--- src/rtl/ddr2pe_dg.sv ---
// Backward-pass loader: un-pools and ReLU-gates DDR gradient beats, then writes them
// into the 4-lane PE buffer using the forward write-back ch/row/pix address layout.
module ddr2pe_dg #(
    parameter int BUF_DEPTH = 256,
    parameter int ADDR_W    = $clog2(BUF_DEPTH),
    parameter int BATCH     = 4,
    parameter int DATA_W    = 8,
    parameter int DDR_W     = BATCH * DATA_W
) (
    input  logic                      clk,
    input  logic                      rst,
    input  logic                      start,
    output logic                      done,
    input  logic                      conf_pooling,
    input  logic                      conf_relu,
    input  logic [3:0]                conf_ch_num,
    input  logic [3:0]                conf_pix_num,
    input  logic [3:0]                conf_row_num,
    input  logic [DDR_W-1:0]          ddr1_data,
    input  logic                      ddr1_valid,
    output logic                      ddr1_ready,
    input  logic [DDR_W-1:0]          ddr2_data,
    input  logic                      ddr2_valid,
    output logic                      ddr2_ready,
    output logic [ADDR_W-1:0]         buf_wr_addr,
    output logic [4*BATCH*DATA_W-1:0] buf_wr_data,
    output logic [3:0]                buf_wr_en
);

    typedef enum logic [1:0] {IDLE, RUN, DRAIN} state_e;

    state_e state_q, state_d;
    logic   pool_q, relu_q;
    logic [3:0] ch_num_q, pix_num_q, row_num_q;
    logic [3:0] ch_q, ch_d, pix_q, pix_d, row_q, row_d;
    logic [1:0] drain_q, drain_d;
    logic mask_used, run, accept, last_beat;

    // Stage 1: address/lane computed at accept, raw beat captured alongside.
    logic                  s1_vld_q;
    logic [ADDR_W-1:0]     s1_addr_q, s1_addr_d;
    logic [1:0]            s1_sel_q, s1_sel_d;
    logic [DDR_W-1:0]      s1_g_q;
    logic [4*BATCH-1:0]    s1_m_q, s1_m_d;

    // Stage 2: registered buffer write port.
    logic [ADDR_W-1:0]         wr_addr_q, wr_addr_d;
    logic [4*BATCH*DATA_W-1:0] wr_data_q, wr_data_d;
    logic [3:0]                wr_en_q, wr_en_d;

    logic unused_mask_hi;
    assign unused_mask_hi = ^ddr2_data;

    assign mask_used  = pool_q | relu_q;
    assign run        = (state_q == RUN);
    assign accept     = run && ddr1_valid && (!mask_used || ddr2_valid);
    assign last_beat  = (ch_q == ch_num_q) && (pix_q == pix_num_q) && (row_q == row_num_q);
    assign done       = (state_q == IDLE);
    assign ddr1_ready = run;
    assign ddr2_ready = run && mask_used;

    always_comb begin
        // NOTE: every always_comb target gets a default first, so no path can infer a latch.
        state_d = state_q;
        ch_d    = ch_q;
        pix_d   = pix_q;
        row_d   = row_q;
        drain_d = drain_q;
        case (state_q)
            IDLE: begin
                if (start) begin
                    state_d = RUN;
                    ch_d    = '0;
                    pix_d   = '0;
                    row_d   = '0;
                    drain_d = '0;
                end
            end
            RUN: begin
                if (accept) begin
                    if (last_beat) begin
                        state_d = DRAIN;
                        drain_d = '0;
                        ch_d    = '0;
                        pix_d   = '0;
                        row_d   = '0;
                    end else if (ch_q != ch_num_q) begin
                        ch_d = ch_q + 4'd1;
                    end else begin
                        ch_d = '0;
                        if (pix_q != pix_num_q) begin
                            pix_d = pix_q + 4'd1;
                        end else begin
                            pix_d = '0;
                            row_d = row_q + 4'd1;
                        end
                    end
                end
            end
            DRAIN: begin
                // Holds done low until two cycles after the final write leaves stage 2.
                if (drain_q == 2'd2) state_d = IDLE;
                else                 drain_d = drain_q + 2'd1;
            end
            default: state_d = IDLE;
        endcase
    end

    always_ff @(posedge clk or negedge rst) begin
        // NOTE: registers use non-blocking assignments so every flop samples pre-edge values.
        if (!rst) begin
            state_q   <= IDLE;
            ch_q      <= '0;
            pix_q     <= '0;
            row_q     <= '0;
            drain_q   <= '0;
            pool_q    <= 1'b0;
            relu_q    <= 1'b0;
            ch_num_q  <= '0;
            pix_num_q <= '0;
            row_num_q <= '0;
        end else begin
            state_q <= state_d;
            ch_q    <= ch_d;
            pix_q   <= pix_d;
            row_q   <= row_d;
            drain_q <= drain_d;
            if (state_q == IDLE && start) begin
                pool_q    <= conf_pooling;
                relu_q    <= conf_relu;
                ch_num_q  <= conf_ch_num;
                pix_num_q <= conf_pix_num;
                row_num_q <= conf_row_num;
            end
        end
    end

    always_comb begin
        s1_addr_d = '0;
        s1_addr_d[ADDR_W-1 -: 4] = ch_q;
        if (pool_q) begin
            s1_addr_d[3]   = row_q[0];
            s1_addr_d[2:0] = pix_q[2:0];
        end else begin
            s1_addr_d[3]   = row_q[1];
            s1_addr_d[2:0] = pix_q[3:1];
        end
        s1_sel_d = {row_q[0], pix_q[0]};
        s1_m_d   = '0;
        for (int b = 0; b < BATCH; b++) begin
            s1_m_d[b*4 +: 4] = ddr2_data[b*8 +: 4];
        end
    end

    always_ff @(posedge clk or negedge rst) begin
        if (!rst) begin
            s1_vld_q  <= 1'b0;
            s1_addr_q <= '0;
            s1_sel_q  <= '0;
            s1_g_q    <= '0;
            s1_m_q    <= '0;
        end else begin
            s1_vld_q <= accept;
            if (accept) begin
                s1_addr_q <= s1_addr_d;
                s1_sel_q  <= s1_sel_d;
                s1_g_q    <= ddr1_data;
                s1_m_q    <= s1_m_d;
            end
        end
    end

    // Pooling scatters each element to the lanes its mask bits select; otherwise one lane.
    always_comb begin
        wr_en_d   = '0;
        wr_addr_d = '0;
        wr_data_d = '0;
        if (s1_vld_q) begin
            wr_addr_d = s1_addr_q;
            wr_en_d   = pool_q ? 4'b1111 : (4'b0001 << s1_sel_q);
            for (int k = 0; k < 4; k++) begin
                for (int b = 0; b < BATCH; b++) begin
                    if (pool_q) begin
                        if (s1_m_q[b*4 + k])
                            wr_data_d[(k*BATCH + b)*DATA_W +: DATA_W] = s1_g_q[b*DATA_W +: DATA_W];
                    end else if (s1_sel_q == 2'(k)) begin
                        if (!relu_q || s1_m_q[b*4 +: 4] != 4'd0)
                            wr_data_d[(k*BATCH + b)*DATA_W +: DATA_W] = s1_g_q[b*DATA_W +: DATA_W];
                    end
                end
            end
        end
    end

    always_ff @(posedge clk or negedge rst) begin
        if (!rst) begin
            wr_en_q   <= '0;
            wr_addr_q <= '0;
            wr_data_q <= '0;
        end else begin
            wr_en_q   <= wr_en_d;
            wr_addr_q <= wr_addr_d;
            wr_data_q <= wr_data_d;
        end
    end

    assign buf_wr_en   = wr_en_q;
    assign buf_wr_addr = wr_addr_q;
    assign buf_wr_data = wr_data_q;

endmodule

--- config.mk ---
export PLATFORM = sky130hd
export DESIGN_NAME = ddr2pe_dg
export DESIGN_NICKNAME = d
export VERILOG_FILES = /design/src/rtl/ddr2pe_dg.sv
export SDC_FILE = /design/constraint.sdc
export NUM_CORES = 1
export LEC_CHECK = 0
export CAP_MARGIN = 20
export CORE_ASPECT_RATIO = 1.1
export CORE_MARGIN = 3
export CORE_UTILIZATION = 52
export CTS_CLUSTER_DIAMETER = 40
export DETAILED_ROUTE_END_ITERATION = 6
export GPL_ROUTABILITY_DRIVEN = 0
export GPL_TIMING_DRIVEN = 1
export PLACE_DENSITY = 0.85
export SYNTH_ARGS = -nofsm -noshare
export SYNTH_HDL_FRONTEND = slang
export SYNTH_SLANG_ARGS = --single-unit
--- constraint.sdc ---
create_clock -name clk -period 3.6 [get_ports clk]
set_input_delay 0.9 -clock clk [delete_from_list [all_inputs] [get_ports clk]]
set_output_delay 0.9 -clock clk [all_outputs]
set_load 0.05 [all_outputs]
# After elaboration in Yosys (flattened, before gate mapping)
# Index checks and enable logic that the tools add are counted.
dict set report word_totals {
  regBits 229
  inputBits 83
  out_inout_bits 143
}
dict set report op_classes {
  add_sub_neg 4
  eq_ne 18
  n_shift 1
  mux 82
  n_bitwise 1
  n_reduce_logical 26
}
# cell n
set op_table {}
lappend op_table {{8-bit two-way mux} 53}
lappend op_table {{128-bit two-way mux} 1}
lappend op_table {{4-bit two-way mux} 15}
lappend op_table {{4-bit one-hot mux with 2 select lines} 3}
lappend op_table {{2-bit two-way mux} 8}
lappend op_table {{4-bit nonzero test} 4}
lappend op_table {{4-bit by 1-bit adder with 4-bit output, second input constant} 3}
lappend op_table {{4-bit equality test} 3}
lappend op_table {{2-bit one-hot mux with 3 select lines} 2}
lappend op_table {{5-bit AND reduction} 2}
lappend op_table {{2-bit equality test, second input constant} 4}
lappend op_table {{4-bit != test} 2}
lappend op_table {{4-bit AND reduction} 2}
lappend op_table {{1-bit logical AND} 6}
lappend op_table {{2-bit != test, second input constant} 3}
lappend op_table {{3-bit != test, second input constant} 2}
lappend op_table {{1-bit logical OR} 5}
lappend op_table {{2-bit by 1-bit equality test with 1-bit output, second input constant} 2}
lappend op_table {{2-bit zero test} 2}
lappend op_table {{2-bit by 1-bit != test with 1-bit output, second input constant} 2}
lappend op_table {{1-bit by 2-bit left shift with 4-bit output, first input constant} 1}
lappend op_table {{3-bit AND reduction} 1}
lappend op_table {{3-bit nonzero test} 1}
lappend op_table {{2-bit by 1-bit adder with 2-bit output, second input constant} 1}
lappend op_table {{other kinds (3)} 4}

# Longest topological paths before layout
# Gate-level depths: netlist of the first run.
dict set report logic_depth {
  word_depth 6
  mapped_depth 8
  mapped_depth_nobuf 6
}

# Least setup slack after synthesis of the first run
# Ideal clock, no wire load.
dict set report synth_timing {
  kind {flip-flop to output port}
  start {register pool_q}
  end {output ddr2_ready}
  t_arrival_ps 1570
  required_ps 2700
  setup_slack_ps 1130
  stages_incl_launch_ff 5
  cell_sequence {dfrtp_1 clkbuf_1 clkbuf_1 nor2_1 nor2_1}
}
dict set report synth_between {
  elab_chain_cells 2
}
# element line_no
set synth_lines {}
lappend synth_lines {{from (decl)} 33} ;# logic pool_q, relu_q;
lappend synth_lines {{from (signal assigned)} 129} ;# pool_q <= conf_pooling;
lappend synth_lines {{1-bit OR} 54} ;# assign mask_used = pool_q | relu_q;
lappend synth_lines {{1-bit logical AND} 60} ;# assign ddr2_ready = run && mask_used;
lappend synth_lines {{to (decl)} 24} ;# output logic ddr2_ready,
# No other way between the ends.

# Worst setup path in the final report of the first run
dict set report layout_timing {
  start {register state_q[1]}
  end {output ddr1_ready}
}
dict set report layout_between {
  elab_chain_cells 1
}
# element line_no
set layout_lines {}
lappend layout_lines {{from (decl)} 32} ;# state_e state_q, state_d;
lappend layout_lines {{from (signal assigned)} 123} ;# state_q <= state_d;
lappend layout_lines {{2-bit by 1-bit equality test with 1-bit output} 55} ;# assign run = (state_q == RUN);
lappend layout_lines {{to (decl)} 21} ;# output logic ddr1_ready,
# No other way between the ends.

==> results of run 1 <==
worst paths after layout:
kind / slack (ns) / endpoint / startpoint / cells after the start
worst max-delay path: 0.38 / ddr1_ready / state_q[1] / 3
worst min register to register: 0.49 / drain_q[0] / drain_q[0] / 1
min in group clk: 0.49 / drain_q[0] / drain_q[0] / 1
worst max register to register: 1.36 / buf_wr_data[16] / pool_q / 4
worst min-delay path: 0.37 / buf_wr_data[70] / rst / 1
max in group asynchronous: 2.43 / buf_wr_data[113] / rst / 2
area by class of cell:
cell class / count / area [um2] / area share [%]
sequential: 229 / 5730 / 49.3
clock inverter: 14 / 178 / 1.53
timing repair buffer: 216 / 2170 / 18.7
multi-input combinational: 351 / 2550 / 21.9
tap: 200 / 250 / 2.15
inverter: 10 / 37.5 / 0.323
clock buffer: 33 / 708 / 6.09
logic make-up after synthesis:
family	share of synthesized area, %
compound gates	2.84
xor+xnor	1.25
fa+ha+maj	0.597
buf+inv	1.25
flops	68.4
mux	9.75
simple gates	15.9
worst register-to-register path, delay by kind of cell, from the launching register on:
family                 cells  cell delay (ns)
AND/OR/NAND/NOR            2             1.12
flip-flops                 1             0.34
AO/OA/AOI/OAI              1             0.45
buffers and inverters      1             0.28
power groups by stage:
stage / Sequential (uW) / Clock [uW] / Combinational [uW]
finish: 3840 / 2640 / 3730
global route: 3940 / 2820 / 3950
CTS: 3850 / 2690 / 3760
detailed placement: 3880 / 0 / 3740
global placement: 3820 / 0 / 3640
floorplan: 5000 / 0 / 1260
registers in the layout, indices dropped and copies added (netlist names), 8 cells and up:
signal,cells
buf_wr_addr,8
buf_wr_data,128
s1_addr_q,8
s1_g_q,32
s1_m_q,16
per-layer routing:
layer  routed length [um]  global-route usage (%)  vias to the layer above
li1                     -                       -                     2470
met1                 7110                    25.9                     2636
met2                10400                    41.0                      197
met3                 1140                    3.85                       44
met4                  496                    6.04                        0
met5                    0                       0                        -
layout by cell type, fill, tap and decap left out, types with 5 or more instances in the layout:
| cell type | count |
|---|---|
| a21oi_1 | 6 |
| and2_1 | 137 |
| buf_4 | 5 |
| clkbuf_1 | 5 |
| clkbuf_16 | 27 |
| clkdlybuf4s50_1 | 208 |
| dfrtp_1 | 229 |
| inv_1 | 9 |
| mux2_2 | 68 |
| nand2_1 | 11 |
| nand2b_1 | 6 |
| nand3_1 | 5 |
| nor2_1 | 18 |
| nor2b_1 | 18 |
| nor3_1 | 18 |
| o21ai_0 | 15 |
| xor2_1 | 12 |
metrics by stage:
stage | util (%) | area [um2] | setup WS, ns | cells
2_1_floorplan | - | 8380 | 1.13 | 605
3_3_place_gp | 68.3 | 10700 | 0.760 | 1006
3_5_place_dp | 68.3 | 10700 | 0.688 | 1006
4_1_cts | 73.9 | 11600 | 0.347 | 1053
5_1_grt | 73.9 | 11600 | 0.250 | 1053
6_report | 73.9 | 11600 | 0.378 | 1053
==> flow_metrics.tcl, run 1 <==
set metrics [dict create \
    hpwlAfterDp_um 13400 \
    cts.sinks 229 \
    hp-class "in -> async" \
    drt-vias-per-instance 5.08 \
    syn_area_mm2 0.00838 \
    worst_pin_slew_ns 1.06 \
    dieHeight_um 139 \
    grt_pass1_vias 5831 \
    worst_path_largest_cell_delay_ns 0.83 \
    area_growth_pct 38.8 \
    ioPinCount 226 \
    synth_enable_flop_cells 0 \
    rsz0062_at_grt "no" \
    switching_share_pct 37.5 \
    antenna_found_initial 0 \
    num-nets-final 922 \
    dieArea_mm2 0.0177 \
    clock-root-buffer "clkbuf_16" \
    drive_above_1_share_pct 14.7 \
    holdWs_ns 0.370 \
    portBuffers 209 \
    drt_pass1_iterations 4 \
    async_flop_share_pct 100 \
    ant_nets 0 \
    crit_chain "nand2b_1 > inv_2 > clkdlybuf4s50_1" \
    ys_warn_count 0 \
    grt_overflow 0 \
    ys_types 41 \
    status "complete, no violations" \
    vias 5347 \
    totalWireLength_um 19100 \
    drc 0 \
    crit_path_start_kind "flip-flop" \
    timing.final.crit_share_pct 89.5 \
    synthMostInstantiatedCell "dfrtp_1" \
    slowest_stage "clkdlybuf4s50_1" \
    maxCapViolCount 0 \
    synth_common_cells "dfrtp_1 (229), and2_1 (137), mux2_2 (68)" \
    vdd_ir_drop_max_mv 0.595 \
    finClkSkew_ns 0.0142 \
    period_minus_slack_ns 3.22 \
    clkPwrFrac_pct 25.8 \
    synth_top_cell_by_area "dfrtp_1" \
    crit_family "buffers and inverters" \
    p_seq_share_pct 37.6 \
    synth_top_cell_area_share_pct 68.4 \
    synthFlopType "dfrtp_1" \
    p_leak_uw 0.00528 \
    worstSetupPathType "reg -> out" \
    powerDensity_mw_per_mm2 877 \
    slew_headroom_pct 28.6 \
    postCtsSetupBuffers 0 \
    synth.avg_cell_area_um2 13.9 \
    ys_seq_area_share_pct 68.4 \
    drt_iter0_markers 270 \
    power_switching_uw 3830 \
    setup_viol 0 \
    endpoint_kind "primary output" \
    ys_seq_elements 229 \
    cts_resized 0 \
    synthTopCellsByArea "dfrtp_1 (68%), and2_1 (10%), mux2_2 (9.1%)" \
    grt_use_total_pct 22.0 \
    initial_core_util_pct 53.3 \
    cts_made_buffers 27 \
    netlist_instances 605 \
    rows 48 \
    drv_slew 0 \
    p_total_uw 10200 \
    intPower_uw 6380 \
    fmax_mhz 310 \
    h-tree-depth 1 \
    cts_buffer_depth 3 \
    grt_start_max_net_pins 79 \
    hold_buffers 0 \
    die_w_um 127 \
    diodes 0 \
    setup_tns_ns 0 \
    post_drt_wl_per_cell_um 18.1 \
    insertion_delay_ns 0.51 \
    critPathMaxFanout 8 \
    comb_power_share_pct 36.5 \
    core_area_mm2 0.0157 \
    hold_viol 0 \
    cts_tree "yes" \
    crit_buf_inv 2 \
    cp.arrival_ns 2.32 \
    grt_pass1_wl_um 30800 \
    cp.required_ns 2.70 \
    fillCellCount 999 \
    syn_nets 692 \
    clk_pin_slew_worst_paths_ns 0.06 \
]
Note: power is estimated with default switching activity, not from simulation.
==> inputs of run 2 (changes only) <==
Settings changed: CORE_ASPECT_RATIO 1.1 to default, CTS_CLUSTER_DIAMETER 40 to default.
==> flow_metrics.tcl, run 2 (synthesis results as in run 1) <==
set metrics [dict create \
    powerDensity_mw_per_mm2 851 \
    p_leak_uw 0.00520 \
    p_total_uw 9750 \
    worstSetupPathType "reg -> out" \
    drv_slew 0 \
    dieArea_mm2 0.0177 \
    cts_resized 0 \
    vias 5460 \
    layout_common_cells "dfrtp_1 (229), clkdlybuf4s50_1 (208), and2_1 (137), mux2_2 (68), clkbuf_16 (23)" \
    grt_pass1_vias 5809 \
    die_w_um 133 \
    ioPinCount 226 \
    post_drt_wl_per_cell_um 18.4 \
    period_minus_slack_ns 3.21 \
    worstRegToRegCells 4 \
    setup_viol 0 \
    worst_path_largest_cell_delay_ns 0.84 \
    startpoint "state_q[1]" \
    worst_slack_ns 0.394 \
    slew_headroom_pct 32.5 \
    grt_overflow 0 \
    finClkSkew_ns 0.0148 \
    area_growth_pct 36.7 \
    drive_above_1_share_pct 14.2 \
    drc 0 \
    r2r-end "buf_wr_data[93]" \
    fillCellCount 972 \
    timing.final.crit_share_pct 89.0 \
    drt_pass1_iterations 4 \
    hpwlAfterDp_um 13600 \
    portBuffers 209 \
    slowest_stage "clkdlybuf4s50_1" \
    grt_start_max_net_pins 92 \
    antenna_found_initial 0 \
    insertion_delay_ns 0.49 \
    totalWireLength_um 19500 \
    fin_cells 1059 \
    ant_nets 0 \
    rsz0062_at_grt "no" \
    endpoint_kind "primary output" \
    h-tree-depth 1 \
    setup_tns_ns 0 \
    grt_use_total_pct 22.2 \
    status "complete, no violations" \
    hold_viol 0 \
    fmax_mhz 312 \
    final_common_cell "dfrtp_1" \
    cp.required_ns 2.70 \
    grt_pass1_wl_um 31400 \
    crit_path_start_kind "flip-flop" \
    clk_pin_slew_worst_paths_ns 0.06 \
    cts_buffer_depth 3 \
    num-nets-final 922 \
    rr_startpoint "pool_q" \
    cts.sinks 229 \
    drt_iter0_markers 241 \
    clock-root-buffer "clkbuf_16" \
    crit_chain "nand2b_1 > inv_2 > clkdlybuf4s50_1" \
    rows 45 \
    dieHeight_um 133 \
    hp-class "in -> async" \
    postCtsSetupBuffers 0 \
    maxCapViolCount 0 \
    worst_pin_slew_ns 1.01 \
    hold_buffers 0 \
    dpl_worst_slack_ns 0.774 \
    cts_made_buffers 23 \
    reg2reg_slack_ns 1.37 \
    core_area_mm2 0.0155 \
    initial_core_util_pct 54.1 \
    drt-vias-per-instance 5.16 \
    dp_cells 1021 \
    cp.arrival_ns 2.31 \
    vdd_ir_drop_max_mv 0.515 \
    finish.utilization_pct 74.0 \
    largest_register_ffs 128 \
    critPathMaxFanout 8 \
    diodes 0 \
    cts_tree "yes" \
]
==> run 2: worst max path at each step <==
stage,cells past startpoint,end,slack [ns]
floorplan,4,ddr2_ready,1.13
global placement,6,s1_m_q[12],0.84
detailed placement,6,s1_m_q[12],0.77
CTS,3,ddr1_ready,0.37
global route,3,ddr1_ready,0.26
finish,3,ddr1_ready,0.39
==> run 2: critical path: cells and delay by family (launching register included) <==
kind | cells | cell delay (ns)
DFF | 1 | 0.42
and+or+nand+nor | 1 | 0.33
buffers and inverters | 2 | 1.06
==> run 2: metal layers <==
layer | wire length (um) | GRT usage, %
met2 | 10300 | 39.7
met1 | 7680 | 28.2
met3 | 1090 | 3.76
met4 | 396 | 5.37
met5 | 0 | 0
==> run 2: area by class of cell <==
cell class	count	area [um2]	area share, %
inverters	10	37.5	0.328
clock inverters	6	30.0	0.262
flip-flops and latches	229	5730	50.0
multi-input cells	351	2550	22.3
well taps	211	264	2.30
repair buffers	220	2190	19.1
clock buffers	32	649	5.67
==> run 2: through the flow <==
stage | hold WS [ns] | instance area, um2
floorplan | 0.441 | 8380
global route | 0.454 | 11500
global placement | 0.455 | 10800
CTS | 0.432 | 11500
detailed placement | 0.476 | 10800
finish | 0.419 | 11500
==> run 2: report_power, final <==
group          leakage [uW]  switching (uW)  internal [uW]  total (uW)
Sequential          0.00298             526           3340        3860
Clock              0.000342             906           1250        2150
Combinational       0.00188            2320           1410        3730
Total               0.00520            3750           6000        9750
==> inputs of run 3 (changes only) <==
Clock period 3.6 ns to 4.12 ns, I/O delays scaled along.
==> flow_metrics.tcl, run 3 (synthesis results as in run 1) <==
set metrics [dict create \
    clk_pin_slew_worst_paths_ns 0.06 \
    hold_buffers 0 \
    layout_common_cells "dfrtp_1 (229), clkdlybuf4s50_1 (208), and2_1 (137), mux2_2 (68), clkbuf_16 (23)" \
    post_drt_wl_per_cell_um 18.8 \
    core_area_mm2 0.0155 \
    powerDensity_mw_per_mm2 754 \
    drc 0 \
    status "complete, no violations" \
    drive_above_1_share_pct 14.3 \
    diodes 0 \
    vias 5420 \
    die_w_um 133 \
    comb_power_share_pct 37.7 \
    grt_overflow 0 \
    slew_headroom_pct 34.7 \
    dieArea_mm2 0.0177 \
    cts_buffer_depth 3 \
    critPathMaxFanout 8 \
    finClkSkew_ns 0.0199 \
    area_growth_pct 37.2 \
    endpoint_kind "primary output" \
    worst_slack_ns 0.739 \
    vdd_ir_drop_max_mv 0.418 \
    final_common_cell "dfrtp_1" \
    cp.arrival_ns 2.35 \
    worst_pin_slew_ns 0.971 \
    hp-class "reg -> reg" \
    drt_iter0_markers 224 \
    hold_viol 0 \
    clkPwrFrac_pct 23.3 \
    h-tree-depth 1 \
    timing.final.crit_share_pct 82.1 \
    antenna_found_initial 0 \
    drt-vias-per-instance 5.13 \
    grt_use_total_pct 22.7 \
    p_leak_uw 0.00522 \
    num-nets-final 917 \
    cts.sinks 229 \
    portBuffers 209 \
    ant_nets 0 \
    cp.required_ns 3.09 \
    crit_path_start_kind "flip-flop" \
    postCtsSetupBuffers 0 \
    fmax_mhz 296 \
    intPower_uw 5350 \
    power_switching_uw 3320 \
    maxCapViolCount 0 \
    insertion_delay_ns 0.50 \
    largest_register_ffs 128 \
    cts_tree "yes" \
    drv_slew 0 \
    p_seq_share_pct 39.0 \
    grt_pass1_wl_um 32100 \
    period_minus_slack_ns 3.38 \
    grt_start_max_net_pins 119 \
    drt_pass1_iterations 4 \
    worstSetupPathType "reg -> out" \
    initial_core_util_pct 54.1 \
    dpl_worst_slack_ns 1.06 \
    ioPinCount 226 \
    cts_made_buffers 23 \
    hpwlAfterDp_um 13600 \
    setup_viol 0 \
    setup_tns_ns 0 \
    totalWireLength_um 19800 \
    grt_pass1_vias 5865 \
    rsz0062_at_grt "no" \
    dieHeight_um 133 \
    rows 45 \
    switching_share_pct 38.3 \
    cts_resized 0 \
    clock-root-buffer "clkbuf_16" \
]
## run 3: metal layers
layer	wire length, um	vias up	GRT usage [%]
met1	7760	2757	28.4
met3	1040	37	4.11
li1	-	2452	-
met2	10600	174	40.9
met5	0	-	0
met4	420	0	5.95
## run 3: critical path: stages (launching register included)
cell and delay [ns]:
dfrtp_1 0.43, nand2b_1 0.35, inv_2 0.25, clkdlybuf4s50_1 0.84
## run 3: area by class of cell
| class | instances | area (um2) |
|---|---|---|
| Multi-Input combinational cell | 351 | 2550 |
| Clock inverter | 9 | 73.8 |
| Clock buffer | 31 | 676 |
| Timing Repair Buffer | 215 | 2170 |
| Tap cell | 211 | 264 |
| Fill cell | 948 | 3980 |
| Sequential cell | 229 | 5730 |
| Inverter | 10 | 37.5 |
## run 3: through the flow
stage               util, %  hold slack, ns  cell area (um2)  power, uW  instances
floorplan                 -           0.441             8380       5470        605
global placement       69.4           0.457            10800       6520       1016
detailed placement     69.4           0.475            10800       6680       1016
CTS                    74.3           0.480            11500       8740       1056
global route           74.3           0.504            11500       9070       1056
finish                 74.3           0.480            11500       8670       1056
## run 3: power groups by stage
stage	clock, uW	sequential, uW	combinational (uW)
after floorplan	0	4370	1110
after CTS	2060	3390	3300
after global placement	0	3340	3180
after global routing	2140	3470	3460
final	2020	3380	3270
after detailed placement	0	3410	3270
## run 3: worst paths after layout
kind / slack [ns] / cells after the start / to / from
min in group asynchronous: 0.59 / 1 / buf_wr_data[1] / rst
hold / removal: 0.48 / 1 / drain_q[0] / drain_q[0]
max in group asynchronous: 2.65 / 2 / row_num_q[0] / rst
setup reg to reg: 1.84 / 6 / ch_q[3] / state_q[1]
hold reg to reg: 0.48 / 1 / drain_q[0] / drain_q[0]
setup / recovery: 0.74 / 3 / ddr1_ready / state_q[1]
